File: src/rtl/sdram_arbiter.sv
// sdram_arbiter
// Shares the single SDRAM controller command port between NUM_REQ requesters
// (0 = icache, 1 = dcache, 2 = blitter/VGA). One pending request is chosen by
// round-robin and forwarded to the controller. The command ack goes back to the
// owner. Each in-order read return is steered back to the requester that issued
// it, using a small FIFO of owner tags.
//
// Ports
//   clock, reset             system clock, synchronous active-high reset
//   req_request/_write       per-requester request valid and direction
//   req_addr/_byte_enable/   per-requester command fields, slice i belongs to
//   req_wdata                requester i
//   req_ack                  one-cycle pulse to the owner when the controller
//                            accepts its command
//   req_rdvalid/req_rdata    routed read return (rdata is zero when idle)
//   sdram_*                  command interface to the SDRAM controller
//   sdram_rdvalid/_rdata     in-order read data from the controller
//   rd_error                 sticky: read data arrived with no read outstanding
module sdram_arbiter #(
    parameter int NUM_REQ  = 3,
    parameter int RD_DEPTH = 4
) (
    input  logic                  clock,
    input  logic                  reset,
    input  logic [NUM_REQ-1:0]    req_request,
    input  logic [NUM_REQ*26-1:0] req_addr,
    input  logic [NUM_REQ-1:0]    req_write,
    input  logic [NUM_REQ*4-1:0]  req_byte_enable,
    input  logic [NUM_REQ*32-1:0] req_wdata,
    output logic [NUM_REQ-1:0]    req_ack,
    output logic [NUM_REQ-1:0]    req_rdvalid,
    output logic [31:0]           req_rdata,
    output logic                  sdram_request,
    output logic [25:0]           sdram_addr,
    output logic                  sdram_write,
    output logic [3:0]            sdram_byte_enable,
    output logic [31:0]           sdram_wdata,
    input  logic                  sdram_ack,
    input  logic [31:0]           sdram_rdata,
    input  logic                  sdram_rdvalid,
    output logic                  rd_error
);

    localparam int IW = (NUM_REQ > 1) ? $clog2(NUM_REQ) : 1;
    localparam int PW = (RD_DEPTH > 1) ? $clog2(RD_DEPTH) : 1;
    localparam int CW = $clog2(RD_DEPTH + 1);

    typedef enum logic {IDLE, BUSY} state_t;

    state_t          state_q;
    logic [IW-1:0]   owner_q;
    logic [IW-1:0]   ptr_q;
    logic            sdramRequest_q;
    logic [25:0]     sdramAddr_q;
    logic            sdramWrite_q;
    logic [3:0]      sdramBe_q;
    logic [31:0]     sdramWdata_q;

    logic [IW-1:0]   tag_q [RD_DEPTH];
    logic [PW-1:0]   wrPtr_q;
    logic [PW-1:0]   rdPtr_q;
    logic [CW-1:0]   count_q;
    logic [CW-1:0]   count_d;
    logic            rdError_q;

    logic               fifoFull;
    logic               fifoEmpty;
    logic               ackFire;
    logic               push;
    logic               pop;
    logic [NUM_REQ-1:0] eligible;
    logic               winFound;
    logic [IW-1:0]      winIdx;
    logic [IW-1:0]      cand;
    logic [25:0]        winAddr;
    logic               winWrite;
    logic [3:0]         winBe;
    logic [31:0]        winWdata;

    assign fifoFull  = (count_q == CW'(RD_DEPTH));
    assign fifoEmpty = (count_q == '0);
    assign ackFire   = (state_q == BUSY) && sdram_ack;
    assign push      = ackFire && !sdramWrite_q;
    assign pop       = sdram_rdvalid && !fifoEmpty;

    // A read may only be granted while a tag slot is free, so a read sitting in
    // BUSY can always push its tag when the controller accepts it.
    assign eligible = req_request & (req_write | {NUM_REQ{!fifoFull}});

    // Round-robin search starting at the pointer; first eligible index wins.
    always_comb begin
        winFound = 1'b0;
        winIdx   = '0;
        cand     = '0;
        for (int k = 0; k < NUM_REQ; k++) begin
            cand = IW'((int'(ptr_q) + k) % NUM_REQ);
            if (!winFound && eligible[cand]) begin
                winFound = 1'b1;
                winIdx   = cand;
            end
        end
    end

    // Field mux for the winner, written with constant slices.
    always_comb begin
        winAddr  = '0;
        winWrite = 1'b0;
        winBe    = '0;
        winWdata = '0;
        for (int i = 0; i < NUM_REQ; i++) begin
            if (winIdx == IW'(i)) begin
                winAddr  = req_addr[26*i +: 26];
                winWrite = req_write[i];
                winBe    = req_byte_enable[4*i +: 4];
                winWdata = req_wdata[32*i +: 32];
            end
        end
    end

    // Command FSM. The sdram_* fields are registered at grant and held until
    // the controller acks; the pointer then moves past the owner.
    always_ff @(posedge clock) begin
        if (reset) begin
            state_q        <= IDLE;
            owner_q        <= '0;
            ptr_q          <= '0;
            sdramRequest_q <= 1'b0;
            sdramAddr_q    <= '0;
            sdramWrite_q   <= 1'b0;
            sdramBe_q      <= '0;
            sdramWdata_q   <= '0;
        end else begin
            case (state_q)
                IDLE: begin
                    if (winFound) begin
                        owner_q        <= winIdx;
                        sdramAddr_q    <= winAddr;
                        sdramWrite_q   <= winWrite;
                        sdramBe_q      <= winBe;
                        sdramWdata_q   <= winWdata;
                        sdramRequest_q <= 1'b1;
                        state_q        <= BUSY;
                    end
                end
                BUSY: begin
                    if (sdram_ack) begin
                        sdramRequest_q <= 1'b0;
                        ptr_q          <= (owner_q == IW'(NUM_REQ - 1)) ? '0 : owner_q + 1'b1;
                        state_q        <= IDLE;
                    end
                end
                default: state_q <= IDLE;
            endcase
        end
    end

    // Simultaneous push and pop leave the occupancy unchanged.
    always_comb begin
        count_d = count_q;
        case ({push, pop})
            2'b10:   count_d = count_q + 1'b1;
            2'b01:   count_d = count_q - 1'b1;
            default: count_d = count_q;
        endcase
    end

    // Read-tag FIFO. Depth is a power of two so the pointers wrap naturally.
    always_ff @(posedge clock) begin
        if (reset) begin
            wrPtr_q   <= '0;
            rdPtr_q   <= '0;
            count_q   <= '0;
            rdError_q <= 1'b0;
        end else begin
            if (push) begin
                tag_q[wrPtr_q] <= owner_q;
                wrPtr_q        <= wrPtr_q + 1'b1;
            end
            if (pop) begin
                rdPtr_q <= rdPtr_q + 1'b1;
            end
            count_q <= count_d;
            if (sdram_rdvalid && fifoEmpty) begin
                rdError_q <= 1'b1;
            end
        end
    end

    // Ack and read return are steered in the same cycle they arrive.
    always_comb begin
        req_ack     = '0;
        req_rdvalid = '0;
        req_rdata   = '0;
        if (ackFire) begin
            req_ack[owner_q] = 1'b1;
        end
        if (pop) begin
            req_rdvalid[tag_q[rdPtr_q]] = 1'b1;
            req_rdata                   = sdram_rdata;
        end
    end

    assign sdram_request     = sdramRequest_q;
    assign sdram_addr        = sdramAddr_q;
    assign sdram_write       = sdramWrite_q;
    assign sdram_byte_enable = sdramBe_q;
    assign sdram_wdata       = sdramWdata_q;
    assign rd_error          = rdError_q;

endmodule

File: config.mk
export PLATFORM = sky130hd
export DESIGN_NAME = sdram_arbiter
export DESIGN_NICKNAME = d
export VERILOG_FILES = /design/src/rtl/sdram_arbiter.sv
export SDC_FILE = /design/constraint.sdc
export NUM_CORES = 1
export LEC_CHECK = 0
export CORE_ASPECT_RATIO = 0.7
export CORE_MARGIN = 5
export CORE_UTILIZATION = 35
export CTS_BUF_LIST = sky130_fd_sc_hd__clkbuf_8
export CTS_CLUSTER_SIZE = 28
export DETAILED_ROUTE_END_ITERATION = 7
export GPL_TIMING_DRIVEN = 0
export PLACE_DENSITY = 0.8
export SKIP_LAST_GASP = 1
export SYNTH_ARGS = -nofsm -noshare
export SYNTH_HDL_FRONTEND = slang
export SYNTH_SLANG_ARGS = --single-unit
File: constraint.sdc
create_clock -name clock -period 2.5 [get_ports clock]
set_clock_uncertainty 0.15 [all_clocks]
set_input_delay 0.5 -clock clock [delete_from_list [all_inputs] [get_ports clock]]
set_output_delay 0.5 -clock clock [all_outputs]
set_load 0.01 [all_outputs]
# Word-level counts from Yosys, hierarchy flattened
# Memories as Yosys holds them, arrays and structs flattened. A register that Yosys moved wholly into a read port is not among the register bits.
# Cells that the tools add are included.
# classes
n_addsub	7
div_mod_pow	3
order_cmp	7
n_eq_ne	8
muxes	44
n_bitwise	3
n_reduce_logical	19
# ops
op	count
2-to-1 mux 32 bit	4
2-to-1 mux 26 bit	3
modulo 32 x 3 -> 32 bit, second input constant	2
modulo 3 x 3 -> 32 bit, second input constant	1
2-to-1 mux 1 bit	18
less-than comparator 2 x 3 -> 1 bit, second input constant	5
2-to-1 mux 2 bit	6
2-to-1 mux 4 bit	3
logical AND 1 bit	8
adder 2 x 1 -> 2 bit, second input constant	3
binary-select mux 1 bit (select 2 bit)	3
== test 2 bit, second input constant	3
2-to-1 mux 3 bit	2
one-hot mux 3 bit (2 select lines)	1
AND reduction 2 bit	3
zero test 1 bit	5
demux 1 bit (select 2 bit)	2
== test 2 x 1 -> 1 bit, second input constant	2
>= comparator 2 x 1 -> 1 bit, second input constant	2
!= test 2 bit, second input constant	2
one-hot mux 1 bit (2 select lines)	2
adder 2 x 1 -> 3 bit, second input constant	1
adder 2 x 2 -> 3 bit, second input constant	1
adder 3 x 1 -> 3 bit, second input constant	1
8 further kinds	8
# word_totals
register_bits	77
ramBits	8
input_bits	228
output_inout_bits	103
elab_cells	104
memories	1
# memory_table
name	depth	word_bits	read_ports	rd_clocked_by_memory_dff	wr	line	rtl
tag_q	4	2	1	1	1	59	logic [IW-1:0] tag_q [RD_DEPTH];

# Logic depth before layout (Yosys ltp)
# depth
ltp_word	17
depth_mapped	12
depth_no_buf	9

# Worst setup path before layout
# OpenSTA, ideal clock, no wires.
# synth_timing
path_type	reg2reg
start	register ptr_q[0]
end	register sdramAddr_q[0], in the netlist sdram_addr[0]
arrival_time_ns	2.382
required_ns	2.233
setup_slack_ns	-0.149
stages_incl_launch_ff	12
path_buffers	4
cell_sequence	dfxtp_1 inv_1 ha_1 clkbuf_1 a211oi_1 o32a_1 o22a_1 buf_2 buf_2 clkbuf_1 o211ai_1 a22o_1
# synth_between
elab_chain_cells	14
word_cells_on_any_way	28
cone_classes	2 x add/sub; 3 x div; 2 x eq/ne; 15 x mux; 6 x reduce/logical
# synth_rtl
element	line	rtl
from (decl)	52	logic [IW-1:0] ptr_q;
from (signal assigned)	148	ptr_q <= (owner_q == IW'(NUM_REQ - 1)) ? '0 : owner_q + 1'b1;
parallel branches: the longest is 14 deep, another holds modulo 32 x 3 -> 32 bit	-	
to (signal assigned)	137	sdramAddr_q <= winAddr;
to (decl)	54	logic [25:0] sdramAddr_q;
# Parallel ways; which one is timed is not known. The select of a mux whose other input is x is not followed.
# A chain may end at the register's enable or synchronous reset.

# Final worst setup path
# layout_timing
start	register count_q[0]
end	register sdramAddr_q[15], in the netlist sdram_addr[15]
# layout_between
elab_chain_cells	17
word_cells_on_any_way	27
cone_classes	3 x eq/ne; 15 x mux; 2 x bitwise; 7 x reduce/logical
# layout_rtl
element	line	rtl
from (decl)	62	logic [CW-1:0] count_q;
from (signal assigned)	182	count_q <= count_d;
== test 3 bit (*)	80	assign fifoFull = (count_q == CW'(RD_DEPTH));
zero test 1 bit (*)	88	assign eligible = req_request & (req_write | {NUM_REQ{!fifoFull}});
bitwise OR 3 bit (*)	88	
AND 3 bit (*)	88	
binary-select mux 1 bit (select 2 bit)	97	if (!winFound && eligible[cand]) begin
2-to-1 mux 1 bit (not written as such)	97	
2-to-1 mux 1 bit	97	
zero test 1 bit	97	
logical AND 1 bit	97	
2-to-1 mux 1 bit	97	
zero test 1 bit	97	
logical AND 1 bit	97	
2-to-1 mux 2 bit	97	
zero test 2 bit	111	if (winIdx == IW'(i)) begin
2-to-1 mux 26 bit (3 in a row)	111	
# Mark *: on every way between the ends. The rest lies on a longest branch, timed or not. The select of a mux whose other input is x is not followed.

==> metrics.md <==
| Metric | Value |
|---|---|
| Status | `finished with violations` |
| Failing checks | `negative setup slack` |
| WL final | `~24000 um` |
| Core area | `about 15000 um^2` |
| Die area | `18000 um^2` |
| Fillers | `1193` |
| GRT Resource Usage Total | `24.8%` |
| Storage cell area | `1830 um^2` |
| Area of the multi-input gates | `3260 um^2` |
| Effective utilization at floorplan | `36.2%` |
| Drt drc | `0` |
| Row count | `37` |
| Max_cap viols | `0` |
| Share of cells above drive strength 1 | `21.2%` |
| Setup Total Neg Slack | `-6060 ps` |
| Vias | `6234` |
| Most common cell after layout, fill and taps aside | `clkdlybuf4s50_1` |
| Commonest cells after routing, fill and taps aside | `clkdlybuf4s50_1 (286), o211ai_1 (95), dfxtp_1 (73), inv_1 (71), a22o_1 (61)` |
| Global placement routability congestion | `0.925` |
| Leakage | `around 4 nW` |
| Main synth FF type | `dfxtp_1` |
| First-pass GRT wire length | `approximately 35000 um` |
| Final hold violation count | `0` |
| Reg clk slew, reported paths | `100 ps` |
| Relative slew margins | `61.2%` |
| Pre-antenna DRT Iters | `5` |
| Setup repair after global routing missed its margin | `true` |
| Crit path launch type | `register` |
| Clock buffer depth | `2` |
| Die span in x | `approximately 160 um` |
| Max IR drop VDD | `0.285 mV` |
| Vias per std cell | `5.29` |
| H-tree depth | `3` |
| Global route overflow | `0` |
| Synth area leader | `dfxtp_1` |
| Type of the worst setup path | `reg2reg` |
| Mapped Area | `5380 um^2` |
| Final WS setup | `-168 ps` |
| Routed Antenna Nets | `0` |
| Design Power | `0.00577 W` |
| Starting DRC count in detailed routing | `354` |
| Syn Nets | `~840` |
| Synth area leaders | `dfxtp_1 (29%), o211ai_1 (13%), a22o_1 (9.9%)` |
| Synth top area share | `between 20 and 30%` |
| HP Class | `reg2reg` |
| Post-synth EDFFs | `8` |
| Final setup viols | `63` |
| CTS tree | `built` |
| PD cells | `582 nW/um^2` |
| Netlist cell types | `48` |
| Arr. time, crit path | `2830 ps` |
| Ys async rst share | `0%` |
| Mean Syn Cell Area | `8.96 um^2` |
| Vias in the first global route | `a little over 6000` |
| Period minus WS final | `2670 ps` |
| Tcrit/Tclk final | `107%` |
| Worst-path fanout max | `10` |
| Port buffer count | `330` |
| Root buf cell | `clkbuf_8` |
| YS warnings | `0` |
| Die height | `114 um` |
| Largest net degree at the start of global routing | `16` |
| Tightest Pin Transition | `582 ps` |
| Cells after synthesis | `600` |
| Initial antenna violation count | `0` |
| Critical Path RT | `2660 ps` |
| Ant. Diodes | `0` |
| Worst-skew pair later-pin latency | `between 300 and 400 ps` |
| # clock sinks | `87` |
| CTS Buf Count | `9` |
| Ports | `331` |
| Post-detail-place hpwl | `17500 um` |
| CP endpoint kind | `register` |
| Final max-slew violation count | `0` |
| Fmax | `375 MHz` |
| Nets@finish | `1216` |
| Wire per inst | `between 20 and 25 um` |
| Sequential fraction of the synthesis area | `33.9%` |
| Yosys reg bits | `87` |
| Area Overhead vs Synth | `84.4%` |
kinds of logic (layout without fill, tap and decap cells):
family	count (synthesis)	after routing	share of synthesized area [%]
compound gates	276	277	42.5
buf+inv	135	517	10.1
flops	87	87	33.9
simple gates	85	86	9.40
fa+ha+maj	9	9	2.23
xor+xnor	5	5	0.815
mux	3	3	1.02
Yosys cell counts, types with 2 or more instances:
library cell,count
o211ai_1,95
dfxtp_1,79
inv_1,75
a22o_1,61
o21a_1,61
clkbuf_1,39
and2_1,36
o211ai_2,27
nor2_1,18
nand2_1,10
buf_1,8
edfxtp_1,8
ha_1,8
a21oi_1,7
buf_2,6
buf_4,6
nor3_1,6
nor3b_1,5
a211oi_1,3
o31ai_1,3
xor2_1,3
a21boi_0,2
a311oi_1,2
mux4_2,2
nand2b_1,2
nand3_1,2
nor4b_4,2
o21ai_0,2
o21ai_1,2
xnor2_1,2
final cells by class:
type                    count  area share, %
repair buffers            369           36.0
multi-input cells         380           32.9
flip-flops and latches     87           18.5
plain buffers              57           5.50
inverters                  75           2.89
well taps                 195           2.46
clock buffers               9           1.25
clock inverters             7          0.480
worst paths after layout:
| kind | from | endpoint | slack, ps | cells past startpoint |
|---|---|---|---|---|
| setup / recovery | count_q[0] | sdram_addr[15] | -170 | 11 |
| hold / removal | sdram_wdata[7] | sdram_wdata[7] | 330 | 1 |
| setup reg to reg | count_q[0] | sdram_addr[15] | -170 | 11 |
| hold reg to reg | sdram_wdata[7] | sdram_wdata[7] | 330 | 1 |
through the flow:
stage	util (%)	instances	hold WS (ps)	setup WS, ps	area (um^2)
floorplan	-	600	319	31.7	5400
global placement	60.2	1125	302	-1000	8940
detailed placement	60.2	1125	305	-1080	8940
CTS	64.3	1156	327	-120	9550
global route	66.7	1179	338	-227	9910
finish	66.7	1179	328	-168	9910
sequential cells by signal, summed over array words and instances, names as in the netlist, named ones only:
register	count
count_q	3
sdram_write	1
owner_q	2
sdram_wdata	32
sdram_request	1
sdram_byte_enable	4
state_q	1
wrPtr_q	2
rd_error	1
tag_q	8
sdram_addr	26
ptr_q	2
rdPtr_q	2
routing by layer:
metal / track usage, % / wire length, um
met4: 7.44 / 592
met5: 0 / 0
met1: 34.7 / 10700
met3: 5.92 / 2020
met2: 38.0 / 11000
timing repair:
item | in CTS | in global routing
hold buffers | 0 | 0
cloned | 4 | 7
setup endpoints to repair | 105 | 100
buffers inserted | 13 | 17
pin swaps | 14 | 56
resized for setup | 150 | 164
worst max-delay path, stage by stage (launching register included):
cell and delay [ps]:
dfxtp_4 380, buf_4 140, nor4b_4 220, buf_4 190, o32ai_4 90, o32a_1 390
buf_6 160, o21a_4 220, buf_12 160, buf_12 150, o211ai_2 190, a22o_1 150
power by group:
group	switching [W]	internal (W)
clock	0.000569	0.000364
combinational	0.00134	0.00167
sequential	0.000178	0.00165
total	0.00209	0.00368
No activity file was read; power rests on OpenSTA's default activity.
